===== src/rtl/multicycle_ctrl_if.sv =====
// multicycle_ctrl_if: instruction/data memory req/ack handshake bundle between the controller and memories.
// Latency: none (wires only).
// Backpressure: requester holds req until the memory returns ack; ack without req is ignored.
interface multicycle_ctrl_if #(
    parameter int INSTR_W = 16
);
    logic [INSTR_W-1:0] instr;
    logic               imem_req;
    logic               imem_ack;
    logic               dmem_req;
    logic               dmem_ack;

    modport master (
        output imem_req,
        output dmem_req,
        input  instr,
        input  imem_ack,
        input  dmem_ack
    );

    modport slave (
        input  imem_req,
        input  dmem_req,
        output instr,
        output imem_ack,
        output dmem_ack
    );
endinterface


===== src/rtl/multicycle_ctrl.sv =====
// multicycle_ctrl: FETCH/DECODE/EXEC/MEM/WB sequencer for the 16-bit core; MULTICYCLE_CTRL_PERF_EN adds cyc_cnt/ret_cnt.
// Latency: branch 3, ALU/jump/store 4, load 5 cycles with zero-wait acks; each ack wait cycle adds one.
// Backpressure: imem/dmem req held until ack; run=0 only blocks raising a new fetch request.
module multicycle_ctrl #(
    parameter int INSTR_W = 16,
    parameter int OP_W    = 4
`ifdef MULTICYCLE_CTRL_PERF_EN
    ,
    parameter int CNT_W   = 32
`endif
) (
    input  logic                 clk,
    input  logic                 rst_n,
    input  logic                 run,
    multicycle_ctrl_if.master    mif,
    input  logic                 zero,
    output logic                 ir_we,
    output logic                 pc_we,
    output logic [1:0]           PCsrc,
    output logic [2:0]           ALUOp,
    output logic                 alucsrc,
    output logic                 m2reg,
    output logic                 wmem,
    output logic                 memc,
    output logic                 wreg,
    output logic                 jal,
    output logic                 illegal,
`ifdef MULTICYCLE_CTRL_PERF_EN
    output logic [CNT_W-1:0]     cyc_cnt,
    output logic [CNT_W-1:0]     ret_cnt,
`endif
    output logic [2:0]           state
);

    typedef enum logic [2:0] {
        FETCH  = 3'd0,
        DECODE = 3'd1,
        EXEC   = 3'd2,
        MEM    = 3'd3,
        WB     = 3'd4
    } state_t;

    state_t          state_q;
    state_t          state_d;
    logic [OP_W-1:0] op_q;
    logic            req_hold_q;
    logic            req_c;
    logic            ir_we_c;
    logic            dmem_req_c;
    logic [3:0]      op4;
    logic            op_hi;
    logic [2:0]      alu_dec;
    logic            csrc_dec;
    logic            unused_instr;

    assign op4 = op_q[3:0];

    // Opcode bits above the 16-entry map make the instruction illegal.
    generate
        if (OP_W > 4) begin : g_wide_op
            assign op_hi = |op_q[OP_W-1:4];
        end else begin : g_narrow_op
            assign op_hi = 1'b0;
        end
    endgenerate

    // Operand fields of the instruction are consumed by the datapath, not here.
    assign unused_instr = ^mif.instr[INSTR_W-OP_W-1:0];

    // Reset must force every output low even while run is high, so the
    // FETCH-state request and load strobe are qualified with rst_n.
    assign mif.imem_req = req_c & rst_n;
    assign ir_we        = ir_we_c & rst_n;
    assign mif.dmem_req = dmem_req_c;
    assign state        = state_q;

    // Latched-opcode decode to ALU operation and operand source.
    always_comb begin
        alu_dec  = 3'd0;
        csrc_dec = 1'b0;
        case (op4)
            4'd1:                     csrc_dec = 1'b1;
            4'd2:                     alu_dec  = 3'd4;
            4'd3:                     alu_dec  = 3'd5;
            4'd4, 4'd5, 4'd6, 4'd7:   csrc_dec = 1'b1;
            4'd9:                     alu_dec  = 3'd1;
            4'd10:                    alu_dec  = 3'd2;
            4'd11:                    alu_dec  = 3'd3;
            4'd12:                    csrc_dec = 1'b1;
            4'd13: begin alu_dec = 3'd1; csrc_dec = 1'b1; end
            4'd14: begin alu_dec = 3'd2; csrc_dec = 1'b1; end
            4'd15: begin alu_dec = 3'd3; csrc_dec = 1'b1; end
            default: ;
        endcase
        if (op_hi) begin
            alu_dec  = 3'd0;
            csrc_dec = 1'b0;
        end
    end

    // State register, opcode latch and sticky fetch request.
    always_ff @(posedge clk or negedge rst_n) begin
        if (!rst_n) begin
            state_q    <= FETCH;
            op_q       <= '0;
            req_hold_q <= 1'b0;
        end else begin
            state_q    <= state_d;
            req_hold_q <= req_c & ~mif.imem_ack;
            if (ir_we_c) begin
                op_q <= mif.instr[INSTR_W-1 -: OP_W];
            end
        end
    end

    // Next-state and per-state datapath strobes.
    always_comb begin
        state_d    = state_q;
        req_c      = 1'b0;
        ir_we_c    = 1'b0;
        dmem_req_c = 1'b0;
        pc_we      = 1'b0;
        PCsrc      = 2'd0;
        ALUOp      = 3'd0;
        alucsrc    = 1'b0;
        m2reg      = 1'b0;
        wmem       = 1'b0;
        memc       = 1'b0;
        wreg       = 1'b0;
        jal        = 1'b0;
        illegal    = 1'b0;
        case (state_q)
            FETCH: begin
                // Once raised the request stays up until ack, independent of run.
                req_c = run | req_hold_q;
                if (req_c && mif.imem_ack) begin
                    ir_we_c = 1'b1;
                    state_d = DECODE;
                end
            end
            DECODE: begin
                state_d = EXEC;
            end
            EXEC: begin
                ALUOp   = alu_dec;
                alucsrc = csrc_dec;
                if (op_hi) begin
                    pc_we   = 1'b1;
                    illegal = 1'b1;
                    state_d = FETCH;
                end else if (op4 == 4'd2 || op4 == 4'd3) begin
                    // zero==0 means the branch condition holds.
                    pc_we   = 1'b1;
                    PCsrc   = zero ? 2'd0 : 2'd1;
                    state_d = FETCH;
                end else if (op4[3:2] == 2'b01) begin
                    state_d = MEM;
                end else begin
                    state_d = WB;
                end
            end
            MEM: begin
                // lb=4, lw=5, sb=6, sw=7: bit1 selects store, bit0 selects 2-byte.
                ALUOp      = alu_dec;
                alucsrc    = csrc_dec;
                dmem_req_c = 1'b1;
                wmem       = op4[1];
                memc       = op4[0];
                if (mif.dmem_ack) begin
                    if (op4[1]) begin
                        pc_we   = 1'b1;
                        state_d = FETCH;
                    end else begin
                        state_d = WB;
                    end
                end
            end
            WB: begin
                ALUOp   = alu_dec;
                alucsrc = csrc_dec;
                wreg    = 1'b1;
                pc_we   = 1'b1;
                m2reg   = (op4[3:2] == 2'b01);
                jal     = (op4[3:1] == 3'b000);
                if (op4 == 4'd0) begin
                    PCsrc = 2'd1;
                end else if (op4 == 4'd1) begin
                    PCsrc = 2'd2;
                end
                state_d = FETCH;
            end
            default: begin
                state_d = FETCH;
            end
        endcase
    end

`ifdef MULTICYCLE_CTRL_PERF_EN
    // Busy-cycle and retired-instruction counters, free-running with wrap.
    always_ff @(posedge clk or negedge rst_n) begin
        if (!rst_n) begin
            cyc_cnt <= '0;
            ret_cnt <= '0;
        end else begin
            if (state_q != FETCH || req_c) begin
                cyc_cnt <= cyc_cnt + CNT_W'(1);
            end
            if (pc_we) begin
                ret_cnt <= ret_cnt + CNT_W'(1);
            end
        end
    end
`endif

endmodule


===== src/flat_wrapper.sv =====
// flat-port wrapper written by rule: the top's interface ports become plain ports
module multicycle_ctrl_flat 
#(
    parameter int INSTR_W = 16,
    parameter int OP_W    = 4

)
  (clk, rst_n, run, zero, ir_we, pc_we, PCsrc, ALUOp, alucsrc, m2reg, wmem, memc, wreg, jal, illegal, state, mif_imem_req, mif_dmem_req, mif_instr, mif_imem_ack, mif_dmem_ack);
  multicycle_ctrl_if #(.INSTR_W(INSTR_W)) mif_i ();
  input  logic clk;
  input  logic rst_n;
  input  logic run;
  input  logic zero;
  output logic ir_we;
  output logic pc_we;
  output logic [1:0] PCsrc;
  output logic [2:0] ALUOp;
  output logic alucsrc;
  output logic m2reg;
  output logic wmem;
  output logic memc;
  output logic wreg;
  output logic jal;
  output logic illegal;
  output logic [2:0] state;
  output wire logic [$bits(mif_i.imem_req)-1:0] mif_imem_req;
  output wire logic [$bits(mif_i.dmem_req)-1:0] mif_dmem_req;
  input wire logic [$bits(mif_i.instr)-1:0] mif_instr;
  input wire logic [$bits(mif_i.imem_ack)-1:0] mif_imem_ack;
  input wire logic [$bits(mif_i.dmem_ack)-1:0] mif_dmem_ack;
  assign mif_imem_req = mif_i.imem_req;
  assign mif_dmem_req = mif_i.dmem_req;
  assign mif_i.instr = mif_instr;
  assign mif_i.imem_ack = mif_imem_ack;
  assign mif_i.dmem_ack = mif_dmem_ack;
  multicycle_ctrl #(.INSTR_W(INSTR_W), .OP_W(OP_W)) u_core (.clk(clk), .rst_n(rst_n), .run(run), .mif(mif_i), .zero(zero), .ir_we(ir_we), .pc_we(pc_we), .PCsrc(PCsrc), .ALUOp(ALUOp), .alucsrc(alucsrc), .m2reg(m2reg), .wmem(wmem), .memc(memc), .wreg(wreg), .jal(jal), .illegal(illegal), .state(state));
endmodule

===== config.mk =====
export PLATFORM = sky130hd
export DESIGN_NAME = multicycle_ctrl_flat
export DESIGN_NICKNAME = d
export VERILOG_FILES = /design/src/rtl/multicycle_ctrl_if.sv /design/src/rtl/multicycle_ctrl.sv /design/src/flat_wrapper.sv
export SDC_FILE = /design/constraint.sdc
export NUM_CORES = 1
export LEC_CHECK = 0
export BUFFER_PORTS_ARGS = -buffer_cell sky130_fd_sc_hd__buf_2
export CAP_MARGIN = 20
export CORE_MARGIN = 2
export CORE_UTILIZATION = 41
export CTS_BUF_LIST = sky130_fd_sc_hd__clkbuf_4 sky130_fd_sc_hd__clkbuf_8
export CTS_CLUSTER_DIAMETER = 60
export DETAILED_ROUTE_END_ITERATION = 16
export GPL_TIMING_DRIVEN = 0
export PLACE_DENSITY = 0.81
export SLEW_MARGIN = 15
export SYNTH_ARGS = -nofsm -noshare
export SYNTH_HDL_FRONTEND = slang
export SYNTH_SLANG_ARGS = --single-unit

===== constraint.sdc =====
create_clock -name clk -period 2 [get_ports clk]
set_clock_uncertainty 0.2 [all_clocks]
set_input_delay 0.4 -clock clk [delete_from_list [all_inputs] [get_ports clk]]
set_output_delay 0.4 -clock clk [all_outputs]
set_load 0.1 [all_outputs]

==> flow_summary_export.csv, run 1 <==
group,metric,value,unit
pwr,pwr-share-clk,0.070,
synthesis,synth_seq_area_share,0.352,
pwr,seqPwrFrac,0.174,
job,drv_cap,0,
route,routed_wl,2.45,mm
synthesis,syn_inst,59,
global_routing,grt_pass1_wl,2.79,mm
placement,placed_area,828,um2
cts,clk_latency,0.28,ns
synthesis,syn_area,568,um2
placement,dp.cells,101,
setup_path,worst-path-buf-inv,1,
pwr,peakVddDrop,1.36,mV
setup_path,cp.depth,4,
die,initial_core_util,0.437,
pwr,p_int,1.03,mW
placement,dpl.hpwl,1.05,mm
pwr,fin_total_pwr,2.39,mW
route,dr.first_iter.drc_count,23,
finish,final_layout_size_suffix_gt1_frac,0.784,
die,fp.dieH,41.2,um
cts,cts_tree,"built",
run_status,status,"finished with violations",
sta,fmax,432,MHz
min_path,min_path_cells,2,
placement,place.port_buffers,27,
route,wl_met2,1.26,mm
synthesis,synth_cell_type_count,31,
finish,nNetsFinal,125,
finish,final_area,1220,um2
die,die_x,41.2,um
setup_path,start_kind,"flop",
setup_path,cp-endpoint,"PCsrc[0]",
cts,clkTransAtPathRegs,0.07,ns
setup_path,worstReg2RegEnd,"u_core.op4[0]",
synthesis,yosys_warnings,0,
sta,setup_ws,-0.312,ns
cts,numCtsBuffers,3,
min_path,hp-class,"input port to flop",
sta,setup_viol,15,
global_routing,overflow,0,
sta,holdWs,0.116,ns
setup_path,cp.arrival,1.71,ns
route,top_layer,"met4",
sta,final_hold_viol_count,0,
global_routing,grt_pass1_vias,578,
pwr,p_comb_frac,0.756,
route,drt-met1-wl,962,um
sta,slew_viol_final,0,
setup_path,path_cells,"and2b_4 > nand4b_1 > o2bb2ai_4 > buf_12",
global_routing,antenna_found_initial,0,
route,drt-pass1-iter-count,4,
die,io_pins,41,
route,drc_errors,0,
cts,htreeDepth,1,
setup_path,critPathLaunch,"u_core.state[2]",
synthesis,synth_nets,81,
route,drt-vias-per-instance,5.54,
finish,syn2layout_area_growth,115,%
setup_path,rrSetupSlack,0.17,ns
setup_path,crit_required,1.40,ns
die,dieArea,1700,um2
setup_path,max_stage_delay,0.48,ns
global_routing,grtUsageTotal,0.267,
placement,place.gp.congestion,0.747,
setup_path,cp_top_family,"simple AND/OR/NAND/NOR gates",
sta,min_period,2.31,ns
pwr,powerDensity,1950,nW/um2
die,row_count,13,
route,wl_per_cell,20.9,um
global_routing,grt_max_degree,11,
setup_path,crit_slowest_cell,"dfrtp_4",
sta,finalCritPeriodShare,1.16,
run_status,violations,"negative setup slack",
pwr,total_leakage_power,0.553,nW
setup_path,critical_path.endpoint_type,"output port",
die,core_area,1300,um2
cts,cts_max_path_buffers,2,
finish,diodes,0,
finish,layout_common_cells,"13 x buf_2, 13 x buf_12, 9 x buf_4",
route,antenna_left,0,
setup_path,path_max_fanout,6,
sta,rsz0062_at_grt,"true",
synthesis,syn-mean-instance-area,9.63,um2
finish,final.fill_count,43,
synthesis,synth-seq-cells,8,
finish,finalCoreUtilization,0.938,
finish,finalNonFillerCells,117,
setup_path,r2r_cells,5,
pwr,swShare,0.568,
setup_path,r2r-start,"u_core.state[1]",
cts,cts_root_buffer,"clkbuf_4",
pwr,p_sw,1.36,mW
cts,cts.sinks,8,
route,via_count,648,
setup_path,critical_path_class,"flop to output port",
route,routed-wl-met3,173,um
cell type report:
| class | instances | area (um2) | area share |
|---|---|---|---|
| sequential | 8 | 215 | 0.176 |
| timing repair buffer | 40 | 462 | 0.378 |
| buffer | 2 | 12.5 | 0.0102 |
| inverter | 3 | 23.8 | 0.0195 |
| multi-input combinational | 45 | 459 | 0.376 |
| clock buffer | 4 | 30.0 | 0.0246 |
| tap | 15 | 18.8 | 0.0154 |
metal layers:
metal,global-route usage,vias up
met5,0,-
met4,0.0968,0
met3,0.0707,10
met2,0.453,36
met1,0.320,314
li1,-,288
logic make-up after synthesis:
group,Yosys count,share of synthesized area
AND/OR/NAND/NOR,32,0.383
buffers and inverters,6,0.0506
AO/OA/AOI/OAI,7,0.0837
flip-flops,8,0.352
multiplexers,5,0.123
other,1,0.00660
synth_stat cells:
| library cell | n | area share |
|---|---|---|
| and2b_4 | 1 | 0.018 |
| o21bai_1 | 1 | 0.013 |
| nor4bb_1 | 1 | 0.018 |
| and4b_4 | 1 | 0.024 |
| inv_2 | 1 | 0.0066 |
| nor4b_2 | 1 | 0.026 |
| conb_1 | 1 | 0.0066 |
| and4bb_4 | 1 | 0.029 |
| buf_2 | 1 | 0.0088 |
| nor2b_1 | 1 | 0.011 |
| a21oi_1 | 3 | 0.026 |
| and2_1 | 4 | 0.044 |
| mux2_4 | 4 | 0.11 |
| nand4b_1 | 1 | 0.015 |
| nor2_1 | 6 | 0.040 |
| nand3_1 | 1 | 0.0088 |
| and3_1 | 3 | 0.033 |
| nand2b_1 | 2 | 0.022 |
| o2bb2ai_1 | 1 | 0.015 |
| clkbuf_2 | 1 | 0.0088 |
| dfrtp_1 | 8 | 0.35 |
| inv_1 | 2 | 0.013 |
| mux2i_1 | 1 | 0.018 |
| a21o_2 | 1 | 0.015 |
| nor2_2 | 3 | 0.033 |
| nand4_1 | 1 | 0.011 |
| a21boi_1 | 1 | 0.013 |
| nand2_1 | 3 | 0.020 |
| nor4_2 | 1 | 0.022 |
| buf_4 | 1 | 0.013 |
| nor3_1 | 1 | 0.0088 |
sequential cells by signal, summed over array words and instances (netlist names):
| signal | count |
|---|---|
| u_core.op4 | 4 |
| u_core.state | 3 |
| u_core.req_hold_q | 1 |
power by group through the flow:
stage	logic (mW)	clock network, mW	registers (mW)
final	1.80	0.167	0.416
after global routing	1.86	0.175	0.421
after CTS	1.56	0.159	0.399
after detailed placement	1.30	0	0.376
after global placement	1.28	0	0.374
after floorplan	0.975	0	0.523
worst min path at each step:
stage / from / endpoint
6_report: mif_imem_ack / u_core.req_hold_q
5_1_grt: mif_imem_ack / u_core.req_hold_q
4_1_cts: mif_imem_ack / u_core.req_hold_q
3_5_place_dp: rst_n / u_core.op4[1]
3_3_place_gp: rst_n / u_core.op4[1]
2_1_floorplan: rst_n / u_core.op4[0]
timing repair:
action                                  in CTS  in global routing
hold buffers                                 1                  0
hold endpoints to repair                     8                  0
gates resized for setup                     55                 16
pin swaps                                    7                  4
endpoints found under the setup margin      15                 15
buffers inserted                             5                  7
metrics by stage:
stage / setup WS (ns) / setup TNS, ns
2_1_floorplan: -0.819 / -4.67
3_3_place_gp: -0.240 / -1.23
3_5_place_dp: -0.308 / -1.45
4_1_cts: -0.234 / -2.09
5_1_grt: -0.344 / -3.43
6_report: -0.312 / -2.91
Power figures use the tool's default switching activity.
==> run 2: changes to the inputs <==
--- a/config.mk
+++ b/config.mk
@@ -7,13 +7,14 @@
 export LEC_CHECK = 0
 export BUFFER_PORTS_ARGS = -buffer_cell sky130_fd_sc_hd__buf_2
 export CAP_MARGIN = 20
-export CORE_MARGIN = 2
-export CORE_UTILIZATION = 41
+export CORE_AREA = 2 2 39 41
 export CTS_BUF_LIST = sky130_fd_sc_hd__clkbuf_4 sky130_fd_sc_hd__clkbuf_8
 export CTS_CLUSTER_DIAMETER = 60
 export DETAILED_ROUTE_END_ITERATION = 16
+export DIE_AREA = 0 0 41 43
 export GPL_TIMING_DRIVEN = 0
-export PLACE_DENSITY = 0.81
+export PLACE_DENSITY = 0.83
+export SETUP_SLACK_MARGIN = 0.1
 export SLEW_MARGIN = 15
 export SYNTH_ARGS = -nofsm -noshare
 export SYNTH_HDL_FRONTEND = slang
==> constraint.sdc (replaced) <==
create_clock -name clk -period 3 [get_ports clk]
set_clock_uncertainty 0.2 [all_clocks]
set_input_delay 0.6 -clock clk [delete_from_list [all_inputs] [get_ports clk]]
set_output_delay 0.6 -clock clk [all_outputs]
set_load 0.1 [all_outputs]
==> run 2 against run 1 <==
The run now ends clean. Utilization fell by 33 points. Wire length decreased by 42%. Critical path type is now input port to output port. First-iteration DRC count down 70%. Worst setup slack gained 0.59 ns. Sequential cell count unchanged.
==> flow_summary_export.csv, run 2 (same netlist as run 1, synthesis figures left out) <==
group,metric,value,unit
cts,cts_resized,0,
setup_path,cpMostUsedCell,"buf_2",
global_routing,grt_pass1_wl,2.15,mm
min_path,min_from,"mif_imem_ack",
die,initial_core_util,0.410,
setup_path,worst-path-buf-inv,3,
die,dieArea,1760,um2
finish,final_common_cell,"buf_2",
setup_path,cp_top_family,"buffers and inverters",
finish,layout_common_cells,"28 x buf_2, 5 x dfrtp_1, 4 x nor2_1, 4 x mux2_4, 4 x clkbuf_4",
die,io_pins,41,
sta,finalSetupTns,0,ns
die,core_area,1380,um2
global_routing,grt_use_met3,0.0471,
setup_path,critical_path_class,"input port to output port",
global_routing,gr-max-usage-layer,"met2",
die,row_count,14,
placement,place.gp.congestion,0.747,
route,via_count,538,
setup_path,r2r-start,"u_core.state[1]",
cts,cts.sinks,8,
cts,cts_tree,"built",
global_routing,antenna_found_initial,0,
route,routed_wl,1.42,mm
global_routing,grt_pass1_vias,502,
setup_path,crit_required,2.20,ns
global_routing,overflow,0,
finish,final.fill_count,122,
global_routing,use_met2,0.300,
route,wl_per_cell,13.3,um
job,drv_cap,0,
setup_path,critical_path.endpoint_type,"output port",
finish,syn2layout_area_growth,47.4,%
placement,dpl.hpwl,1.15,mm
global_routing,grt_max_degree,11,
min_path,min_path_cells,2,
setup_path,crit_slowest_cell,"dlygate4sd3_1",
global_routing,met1_usage,0.223,
route,drt-pass1-iter-count,4,
sta,rsz0062_at_grt,"false",
cts,cts_root_buffer,"clkbuf_4",
die,fp.dieH,43,um
sta,finalCritPeriodShare,0.909,
sta,min_period,2.73,ns
sta,fmax,367,MHz
setup_path,cp.arrival,1.93,ns
finish,diodes,0,
setup_path,rrSetupSlack,1.36,ns
placement,place.port_buffers,27,
global_routing,grtUsageTotal,0.178,
cts,htreeDepth,1,
sta,slew_viol_final,0,
setup_path,path_cells,"dlygate4sd3_1 > buf_2 > and3_1 > buf_2",
min_path,hp-class,"input port to flop",
sta,setup_viol,0,
finish,nNetsFinal,114,
min_path,worstHoldEndpoint,"u_core.req_hold_q",
finish,final_layout_size_suffix_gt1_frac,0.626,
cts,cts_max_path_buffers,2,
route,drc_errors,0,
route,dr.first_iter.drc_count,7,
setup_path,path_max_fanout,10,
sta,final_hold_viol_count,0,
setup_path,worstReg2RegEnd,"u_core.op4[2]",
route,drt-vias-per-instance,5.03,
die,die_x,41,um
cts,numCtsBuffers,3,
route,antenna_left,0,
run_status,status,"completed",
finish,largest_reg_flops,4,
setup_path,r2r_cells,3,
setup_path,max_stage_delay,0.51,ns
cts,clkTransAtPathRegs,0.06,ns
setup_path,start_kind,"input port",
cts,clk_latency,0.25,ns
## run 2: cell types whose count changed in the layout (fill, tap and decap cells not counted), sizes merged
cell,change
buf,-12
clkbuf,+1
## run 2: cell type report
cell class / instances / area [um2] / share of cell area
Tap cell: 16 / 20.0 / 0.0239
Multi-Input combinational cell: 45 / 389 / 0.465
Clock buffer: 4 / 30.0 / 0.0359
Sequential cell: 8 / 211 / 0.253
Timing Repair Buffer: 28 / 145 / 0.173
Inverter: 3 / 23.8 / 0.0284
Buffer: 3 / 17.5 / 0.0209
## run 2: worst max path at each step
stage	from	to	slack (ns)	depth (start not counted)
2_1_floorplan	u_core.state[1]	ALUOp[2]	-0.02	5
3_3_place_gp	u_core.state[2]	ALUOp[2]	0.61	4
3_5_place_dp	u_core.state[0]	ir_we	0.58	4
4_1_cts	rst_n	ir_we	0.26	4
5_1_grt	rst_n	ir_we	0.19	4
6_report	rst_n	ir_we	0.27	4
## run 2: worst register-to-register path: stages, from the launching register on
cell and delay, ns:
dfrtp_4 0.53, nor2_4 0.16, and4bb_4 0.32, mux2_4 0.31
## run 2: metal layers
metal  vias to the layer above  share of wire
met5                         -              0
met4                         0              0
met3                         0          0.044
met2                        14           0.52
met1                       253           0.43
li1                        271              -
## run 2: through the flow
step,hold slack (ns),area (um2),setup WS (ns),std cells,util
finish,0.332,837,0.274,107,0.605
global route,0.332,837,0.190,107,0.605
CTS,0.329,837,0.258,107,0.605
detailed placement,0.258,797,0.583,102,0.576
global placement,0.251,797,0.609,102,0.576
floorplan,0.104,642,-0.0189,59,-
## run 2: what timing repair did
item                                   CTS  global route
setup buffers                            0             0
endpoints found under the hold margin    8             0
hold buffers                             1             0
Power of run 2 is left out: the tool's default activity adds up to more than one toggle a clock period on the data nets, which glitch-free logic cannot reach.
